### src/rtl/uart_tx_sched_if.sv
// -----------------------------------------------------------------------------
// uart_tx_sched_if
//   Bundles the producer-side byte handshake and the transmitter-side launch
//   signals that pass through the UART Tx scheduler.
//
//   Producer side (one lane per requester):
//     req_valid[k]       byte k is offered
//     req_data[8k+7:8k]  byte for requester k
//     req_two_stop[k]    requester k wants two stop bits
//     req_odd_parity[k]  requester k wants odd parity
//     req_ready          one-hot accept strobe back to the producers
//   Transmitter side:
//     tx_data, tx_two_stop, tx_odd_parity   registered frame contents
//     tx_start                              one-cycle launch pulse
//     tx_busy                               frame-in-progress flag
//
//   master: the scheduler.  slave: producers plus the transmitter.
//   N_REQ must match the N_REQ of the scheduler it is connected to.
// -----------------------------------------------------------------------------
interface uart_tx_sched_if #(
    parameter int N_REQ = 4
);
    logic [N_REQ-1:0]   req_valid;
    logic [N_REQ*8-1:0] req_data;
    logic [N_REQ-1:0]   req_two_stop;
    logic [N_REQ-1:0]   req_odd_parity;
    logic [N_REQ-1:0]   req_ready;

    logic [7:0]         tx_data;
    logic               tx_two_stop;
    logic               tx_odd_parity;
    logic               tx_start;
    logic               tx_busy;

    modport master (
        input  req_valid, req_data, req_two_stop, req_odd_parity, tx_busy,
        output req_ready, tx_data, tx_two_stop, tx_odd_parity, tx_start
    );

    modport slave (
        output req_valid, req_data, req_two_stop, req_odd_parity, tx_busy,
        input  req_ready, tx_data, tx_two_stop, tx_odd_parity, tx_start
    );
endinterface

### src/rtl/uart_tx_sched.sv
// -----------------------------------------------------------------------------
// uart_tx_sched
//   Round-robin scheduler sharing one UART transmitter among N_REQ byte
//   producers. One byte is accepted per IDLE cycle, latched into the tx_*
//   registers, launched with a one-cycle tx_start, and then tracked through
//   the transmitter's busy flag. A watchdog catches a transmitter that never
//   acknowledges the start pulse.
//
//   Ports:
//     clk          rising-edge clock
//     rst          asynchronous, active-high reset
//     bus          uart_tx_sched_if.master (producer handshake + tx launch)
//     err_clr      clears timeout_err (a new timeout in the same cycle wins)
//     grant_id     index of the last granted requester (resets to N_REQ-1)
//     active       high whenever the FSM is not in IDLE
//     timeout_err  sticky watchdog flag
//     frame_count  frames launched, wraps at 16 bits
// -----------------------------------------------------------------------------
module uart_tx_sched #(
    parameter int N_REQ         = 4,
    parameter int START_TIMEOUT = 64
) (
    input  logic                       clk,
    input  logic                       rst,
    uart_tx_sched_if.master            bus,
    input  logic                       err_clr,
    output logic [$clog2(N_REQ)-1:0]   grant_id,
    output logic                       active,
    output logic                       timeout_err,
    output logic [15:0]                frame_count
);

    localparam int GW   = $clog2(N_REQ);
    localparam int WD_W = $clog2(START_TIMEOUT);
    localparam logic [WD_W-1:0] WD_LAST = WD_W'(START_TIMEOUT - 1);

    localparam logic [1:0] S_IDLE      = 2'd0;
    localparam logic [1:0] S_LAUNCH    = 2'd1;
    localparam logic [1:0] S_WAIT_BUSY = 2'd2;
    localparam logic [1:0] S_WAIT_DONE = 2'd3;

    logic [1:0]      state;
    logic [WD_W-1:0] wd_cnt;

    logic [GW-1:0]   pick;
    logic [GW-1:0]   cand;
    logic            found;
    logic            grant_fire;
    logic            timeout_set;
    logic [7:0]      pick_data;

    // Round-robin search starting just after the last grant. The modulo keeps
    // the candidate inside 0..N_REQ-1 even when N_REQ is not a power of two.
    // NOTE: every variable written here gets a default first, so no path
    // through the loop can leave one unassigned and infer a latch.
    always_comb begin
        pick  = grant_id;
        cand  = '0;
        found = 1'b0;
        for (int i = 1; i <= N_REQ; i++) begin
            cand = GW'((int'(grant_id) + i) % N_REQ);
            if (!found && bus.req_valid[cand]) begin
                found = 1'b1;
                pick  = cand;
            end
        end
    end

    // A grant needs the transmitter idle as well: tx_busy can still be high
    // from activity this block did not launch.
    assign grant_fire  = (state == S_IDLE) && found && !bus.tx_busy;
    assign timeout_set = (state == S_WAIT_BUSY) && !bus.tx_busy && (wd_cnt == WD_LAST);
    assign pick_data   = bus.req_data[{pick, 3'b000} +: 8];

    always_comb begin
        bus.req_ready = '0;
        if (grant_fire) begin
            bus.req_ready[pick] = 1'b1;
        end
    end

    // Decoded from state so that an asynchronous reset drops them at once.
    assign bus.tx_start = (state == S_LAUNCH);
    assign active       = (state != S_IDLE);

    // NOTE: sequential state uses non-blocking assignments so every register
    // samples pre-edge values regardless of statement order.
    always_ff @(posedge clk or posedge rst) begin
        if (rst) begin
            state             <= S_IDLE;
            wd_cnt            <= '0;
            grant_id          <= GW'(N_REQ - 1);
            bus.tx_data       <= 8'h00;
            bus.tx_two_stop   <= 1'b0;
            bus.tx_odd_parity <= 1'b0;
            timeout_err       <= 1'b0;
            frame_count       <= 16'h0000;
        end else begin
            // Setting wins over clearing so a timeout is never lost.
            if (timeout_set) begin
                timeout_err <= 1'b1;
            end else if (err_clr) begin
                timeout_err <= 1'b0;
            end

            case (state)
                S_IDLE: begin
                    if (grant_fire) begin
                        bus.tx_data       <= pick_data;
                        bus.tx_two_stop   <= bus.req_two_stop[pick];
                        bus.tx_odd_parity <= bus.req_odd_parity[pick];
                        grant_id          <= pick;
                        state             <= S_LAUNCH;
                    end
                end
                S_LAUNCH: begin
                    frame_count <= frame_count + 16'd1;
                    wd_cnt      <= '0;
                    state       <= S_WAIT_BUSY;
                end
                S_WAIT_BUSY: begin
                    if (bus.tx_busy) begin
                        state <= S_WAIT_DONE;
                    end else if (wd_cnt == WD_LAST) begin
                        // Byte is dropped; the producer already saw its ready.
                        state <= S_IDLE;
                    end else begin
                        wd_cnt <= wd_cnt + 1'b1;
                    end
                end
                S_WAIT_DONE: begin
                    // Frame length belongs to the transmitter; no timeout here.
                    if (!bus.tx_busy) begin
                        state <= S_IDLE;
                    end
                end
                default: state <= S_IDLE;
            endcase
        end
    end

endmodule

### src/flat_wrapper.sv
// flat-port wrapper written by rule: the top's interface ports become plain ports
module uart_tx_sched_flat 
#(
    parameter int N_REQ         = 4,
    parameter int START_TIMEOUT = 64
)
  (clk, rst, err_clr, grant_id, active, timeout_err, frame_count, bus_req_valid, bus_req_data, bus_req_two_stop, bus_req_odd_parity, bus_tx_busy, bus_req_ready, bus_tx_data, bus_tx_two_stop, bus_tx_odd_parity, bus_tx_start);
  uart_tx_sched_if #(.N_REQ(N_REQ)) bus_i ();
  input  logic clk;
  input  logic rst;
  input  logic err_clr;
  output logic [$clog2(N_REQ)-1:0] grant_id;
  output logic active;
  output logic timeout_err;
  output logic [15:0] frame_count;
  input wire logic [$bits(bus_i.req_valid)-1:0] bus_req_valid;
  input wire logic [$bits(bus_i.req_data)-1:0] bus_req_data;
  input wire logic [$bits(bus_i.req_two_stop)-1:0] bus_req_two_stop;
  input wire logic [$bits(bus_i.req_odd_parity)-1:0] bus_req_odd_parity;
  input wire logic [$bits(bus_i.tx_busy)-1:0] bus_tx_busy;
  output wire logic [$bits(bus_i.req_ready)-1:0] bus_req_ready;
  output wire logic [$bits(bus_i.tx_data)-1:0] bus_tx_data;
  output wire logic [$bits(bus_i.tx_two_stop)-1:0] bus_tx_two_stop;
  output wire logic [$bits(bus_i.tx_odd_parity)-1:0] bus_tx_odd_parity;
  output wire logic [$bits(bus_i.tx_start)-1:0] bus_tx_start;
  assign bus_i.req_valid = bus_req_valid;
  assign bus_i.req_data = bus_req_data;
  assign bus_i.req_two_stop = bus_req_two_stop;
  assign bus_i.req_odd_parity = bus_req_odd_parity;
  assign bus_i.tx_busy = bus_tx_busy;
  assign bus_req_ready = bus_i.req_ready;
  assign bus_tx_data = bus_i.tx_data;
  assign bus_tx_two_stop = bus_i.tx_two_stop;
  assign bus_tx_odd_parity = bus_i.tx_odd_parity;
  assign bus_tx_start = bus_i.tx_start;
  uart_tx_sched #(.N_REQ(N_REQ), .START_TIMEOUT(START_TIMEOUT)) u_core (.clk(clk), .rst(rst), .bus(bus_i), .err_clr(err_clr), .grant_id(grant_id), .active(active), .timeout_err(timeout_err), .frame_count(frame_count));
endmodule
### config.mk
export PLATFORM = sky130hd
export DESIGN_NAME = uart_tx_sched_flat
export DESIGN_NICKNAME = d
export VERILOG_FILES = /design/src/rtl/uart_tx_sched_if.sv /design/src/rtl/uart_tx_sched.sv /design/src/flat_wrapper.sv
export SDC_FILE = /design/constraint.sdc
export NUM_CORES = 1
export LEC_CHECK = 0
export CAP_MARGIN = 10
export CORE_MARGIN = 4
export CORE_UTILIZATION = 47
export CTS_CLUSTER_DIAMETER = 60
export DETAILED_ROUTE_END_ITERATION = 16
export MAX_ROUTING_LAYER = met4
export PLACE_DENSITY = 0.86
export SLEW_MARGIN = 20
export SYNTH_ARGS = -nofsm -noshare
export SYNTH_HDL_FRONTEND = slang
export SYNTH_SLANG_ARGS = --single-unit
### constraint.sdc
create_clock -name clk -period 6 [get_ports clk]
set_clock_uncertainty 0.15 [all_clocks]
set_input_delay 0.6 -clock clk [delete_from_list [all_inputs] [get_ports clk]]
set_output_delay 0.6 -clock clk [all_outputs]
set_load 0.02 [all_outputs]
-- After elaboration in Yosys (flattened, before gate mapping)
Cells that the tools add are included.
W data, S select, Z words.
- mux-type cells: 33
- reduce and logical (&&, ||, !) cells: 19
- magnitude comparators: 6
- shift-type cells: 1
- add/sub/neg operators: 6
- equality and inequality tests: 9
- operators with widths (operator ; number):
    $shiftx A32 B6 Y8 ; 1
    $add A16 B1 Y16 const B ; 1
    $mux W2 ; 8
    $lt A2 B3 Y1 const B ; 5
    $mux W1 ; 13
    $bmux W1 S2 ; 6
    $mux W6 ; 2
    $pmux W6 S2 ; 1
    $logic_and A1 B1 Y1 ; 8
    $pmux W2 S4 ; 1
    $add A6 B1 Y6 const B ; 1
    $eq A6 B6 Y1 const B ; 1
    $ne A2 B2 Y1 const B ; 3
    $reduce_and A3 Y1 ; 2
    $reduce_bool A2 Y1 ; 3
    $add A2 B1 Y2 const B ; 2
    $add A2 B2 Y2 const B ; 2
    $eq A2 B2 Y1 const B ; 2
    $logic_not A1 Y1 ; 4
    $mux W4 ; 1
    $ne A3 B3 Y1 const B ; 1
    $demux W1 S2 ; 1
    $eq A2 B1 Y1 const B ; 1
    $ge A2 B1 Y1 const B ; 1
    other kinds (3) ; 3
- input port bits: 48
- register bits: 37
- output and inout port bits: 35

-- Logic depth before layout (Yosys ltp)
- depth in word-level cells: 18
- mapped depth: 7
- mapped depth without buffers: 6

-- Worst setup path after synthesis
Ideal clock, no wire load.
- path kind: register to output
- start point: register u_core.state[0]
- end point: output port bus_req_ready[2]
- cell stages (with the launch flop): 8
- buffers on the path: 2
- path slack: 3461 ps
- data arrival time: 1789 ps
- cell sequence: dfrtp_1 buf_2 or2_1 nor3_4 inv_2 or2_4 buf_6 nor2_1
- longest elaborated chain between the ends: 4
- ends and longest elaborated chain (what ; RTL line ; source):
    start: declaration ; uart_tx_sched.sv:42 ; logic [1:0] state;
    start signal: assignment ; uart_tx_sched.sv:90 ; state <= S_IDLE;
    start signal: assignment ; uart_tx_sched.sv:113 ; state <= S_LAUNCH;
    start signal: assignment ; uart_tx_sched.sv:119 ; state <= S_WAIT_BUSY;
    $logic_not A2 Y1 ; uart_tx_sched.sv:71 ; assign grant_fire = (state == S_IDLE) && found && !bus.tx_busy;
    $logic_and A1 B1 Y1 (2 in series) ; uart_tx_sched.sv:71 ;
    $mux W4 ; uart_tx_sched.sv:77 ; if (grant_fire) begin
    end: declaration ; flat_wrapper.sv:21 ; output wire logic [$bits(bus_i.req_ready)-1:0] bus_req_ready;
No other way between the ends.

-- Worst setup path after layout
- start point: input port bus_req_valid[3]
- end point: output port bus_req_ready[2]
- longest elaborated chain between the ends: 17
- ends and longest elaborated chain (what ; RTL line ; source):
    start: declaration ; flat_wrapper.sv:16 ; input wire logic [$bits(bus_i.req_valid)-1:0] bus_req_valid;
    $bmux W1 S2 ; uart_tx_sched.sv:62 ; if (!found && bus.req_valid[cand]) begin
    $mux W1 (implied by the code) ; uart_tx_sched.sv:62 ;
    $mux W1 ; uart_tx_sched.sv:62 ;
    $logic_not A1 Y1 ; uart_tx_sched.sv:62 ;
    $logic_and A1 B1 Y1 ; uart_tx_sched.sv:62 ;
    $mux W1 ; uart_tx_sched.sv:62 ;
    $logic_not A1 Y1 ; uart_tx_sched.sv:62 ;
    $logic_and A1 B1 Y1 ; uart_tx_sched.sv:62 ;
    $mux W1 ; uart_tx_sched.sv:62 ;
    $logic_not A1 Y1 ; uart_tx_sched.sv:62 ;
    $logic_and A1 B1 Y1 ; uart_tx_sched.sv:62 ;
    $mux W2 ; uart_tx_sched.sv:62 ;
    $lt A2 B3 Y1 (implied by the code) / $ge A2 B1 Y1 (equally long branches) ; uart_tx_sched.sv:78 ; bus.req_ready[pick] = 1'b1;
    $logic_and A1 B1 Y1 (implied by the code) ; uart_tx_sched.sv:78 ;
    $mux W1 (implied by the code) ; uart_tx_sched.sv:78 ;
    $demux W1 S2 ; -- ;
    $mux W4 (*) ; uart_tx_sched.sv:77 ;
Every way passes the cells marked *; elsewhere a longest branch is shown, timed or not. The select of a mux whose other input is x is not followed.

==> results.toml <==
[cells_and_area]
antenna_cells = 0
syn2layout_area_growth_pct = 46.2
final_cell_mix = "82 x clkdlybuf4s50_1, 35 x dfrtp_1, 18 x nand2_1"
fin_util = 0.729
fill_cells = 332
fin_area_um2 = 3000
drive_gt1_frac = 0.0833
finalNetCount = 325
mostFrequentLayoutCell = "clkdlybuf4s50_1"

[synth]
synth_seq_cells = 37
synthesis.nets = 242
synth.largest_area_cell = "dfrtp_1"
synth_top_family_by_area = "simple AND/OR/NAND/NOR gates"
syn-cell-area_um2 = 2050
synth_adder_area_share = 0.0122
ys_types = 39
seq_area_frac_synth = 0.452
yosysTopAreaCellShare = 0.427
synthSimpleGateAreaFrac = 0.169
synth.mux.area_fraction = 0.119
yosysWarningCount = 0
synthCells = 192
avgSynthCellArea_um2 = 10.7
synth_compound_area_frac = 0.115
synthXorXnorAreaFrac = 0.0811
synth.area.top_cells = "dfrtp_1 43%, mux2i_1 5.9%, o221a_1 5.5%"

[floorplan]
die_h_um = 74.1
num_rows = 23
initial_utilization = 0.499
dieArea_um2 = 5490
die_x_um = 74.1
io_pins = 83
core-area_um2 = 4120

[critical_path]
path_delay_family = "buffers and inverters"
crit_type = "input pin to primary output"
worstReg2RegStart = "u_core.grant_id[1]"
cp_slowest_cell = "nor3_4"
path_common_cell = "clkdlybuf4s50_1"
critPathMaxFanout = 24
r2r_cells = 5
path_depth = 7
cp_cell_sequence = "clkdlybuf4s50_1 -> nor4_1 -> nor3_4 -> inv_2 -> or2_4 -> nor2_1 -> clkdlybuf4s50_1"
r2r_slack_ns = 3.62
endpoint = "bus_req_ready[2]"
cp_num_buf_inv = 3
required_ns = 5.25
end_kind = "primary output"
cp.arrival_ns = 3.14
r2r_end = "u_core.bus.tx_odd_parity"
startpoint = "bus_req_valid[3]"
cpPeakStageDelay_ns = 0.69
crit_path_start_kind = "input pin"

[power_and_ir_drop]
clkPwrFrac = 0.191
irDropWorstVdd_mv = 0.212
power_uw = 1170
internal_power_uw = 741
powerDensity_nw_per_um2 = 390
combinationalPowerShare = 0.469
p_switching_uw = 427
p_leak_uw = 0.00124
p_sw_frac = 0.366
pwr-share-seq = 0.340

[placed_design]
placed_area_um2 = 2880
gp_congestion = 0.781
portBuffers = 82
hpwl_um = 3600

[route]
ant_nets = 0
viasPerCell = 5.32
drt_iter0_drc = 47
route.detailed.drc = 0
vias = 1735
first_pass_iters = 4
wl_um = 4700
wire_per_inst_um = 14.4

[global_route]
grt_pass1_wl_um = 7480
grt_pass1_vias = 1671
antenna_found_initial = 0
grt_use_total = 0.180
grt_max_degree = 38
grt_overflow = 0

[clocking]
cts_max_path_buffers = 2
clk_pin_slew_ns = 0.07
insertion_delay_ns = 0.28
cts-htree-levels = 2
cts-buffers-inserted = 5
cts_setup_buffers = 0
cts_tree = "yes"
ctsHoldBuffers = 0
post_cts_resized = 0
clk_root_buffer_cell = "clkbuf_8"
numClockSinks = 37

[sta]
worst_slew_pin_slew_ns = 0.831
hold_viol_final = 0
post-route-min-period_ns = 3.89
rsz0062_at_grt = "no"
hold_ws_ns = 0.326
fin_tns_setup_ns = 0
slew_headroom = 0.442
setup_viol = 0
finalMaxSlewViolations = 0
clock.fmax_ghz = 0.257
min_period_over_period = 0.648

[min_path]
hold_class = "register to register"

[run]
maxCapViolCount = 0

[outcome]
status = "completed"
==> layer usage <==
| layer | wire length [µm] | vias up | GRT usage |
|---|---|---|---|
| met1 | 1990 | 816 | 0.212 |
| met2 | 2380 | 56 | 0.308 |
| li1 | - | 860 | - |
| met5 | 0 | - | - |
| met3 | 294 | 3 | 0.0392 |
| met4 | 36 | 0 | 0.0543 |
==> worst min path at each step <==
stage / startpoint / endpoint / slack, ns / cells past startpoint
3_5_place_dp: u_core.frame_count[15] / u_core.frame_count[15] / 0.32 / 1
6_report: u_core.frame_count[15] / u_core.frame_count[15] / 0.33 / 1
2_1_floorplan: u_core.wd_cnt[4] / u_core.wd_cnt[4] / 0.35 / 2
4_1_cts: u_core.frame_count[15] / u_core.frame_count[15] / 0.33 / 1
3_3_place_gp: u_core.frame_count[15] / u_core.frame_count[15] / 0.31 / 1
5_1_grt: u_core.frame_count[15] / u_core.frame_count[15] / 0.35 / 1
==> area by class of cell <==
class	count	area, µm²	share of cell area
clock buffer	6	82.6	0.0275
clock inverter	2	37.5	0.0125
inverter	7	26.3	0.00876
multi-input combinational	139	1020	0.340
sequential	37	928	0.310
tap	50	62.6	0.0209
timing repair buffer	85	843	0.281
==> cells by family after synthesis <==
kind of cell	Yosys count
flip-flops	37
XOR/XNOR	19
buffers and inverters	16
adder cells (fa/ha/maj)	2
AO/OA/AOI/OAI	26
multiplexers	23
AND/OR/NAND/NOR	69
==> worst register-to-register path, cell delays in order (launching register included) <==
cell	delay [ns]
dfstp_2	0.60
mux2i_1	0.13
a221oi_4	0.45
buf_4	0.36
mux2_2	0.40
o221a_1	0.20
==> synth_stat cells, drive strengths merged <==
cell	instances
nand2b	2
a31oi	4
a22o	2
nand4	8
xnor2	11
a21boi	1
o221a	10
xor2	8
or3b	1
nand3	13
a21oi	2
nor3b	1
o21ai	3
a211o	1
a221oi	1
clkbuf	4
ha	2
and3	3
nor2	14
mux2	11
dfstp	2
nor2b	1
nand2	18
nor4	1
dfrtp	35
nor3	5
buf	5
inv	7
mux2i	12
o22ai	1
or2	2
a22oi	1
==> power groups by stage <==
stage	registers, µW	logic [µW]	clock network [µW]
2_1_floorplan	450	303	0
3_3_place_gp	396	545	0
5_1_grt	410	593	238
3_5_place_dp	401	554	0
6_report	397	548	223
4_1_cts	397	555	229
==> metrics by stage <==
step / std cells / setup slack, ns
floorplan: 192 / 3.46
global placement: 318 / 2.17
detailed placement: 318 / 2.13
CTS: 326 / 2.13
global route: 326 / 1.96
finish: 326 / 2.11
==> flip-flops by register name, indices dropped and copies added, names as in the netlist <==
signal,flops
u_core.bus.tx_data,8
u_core.grant_id,2
u_core.wd_cnt,6
u_core.state,2
u_core.timeout_err,1
u_core.frame_count,16
u_core.bus.tx_odd_parity,1
u_core.bus.tx_two_stop,1
(Power assumes the default switching activity.)
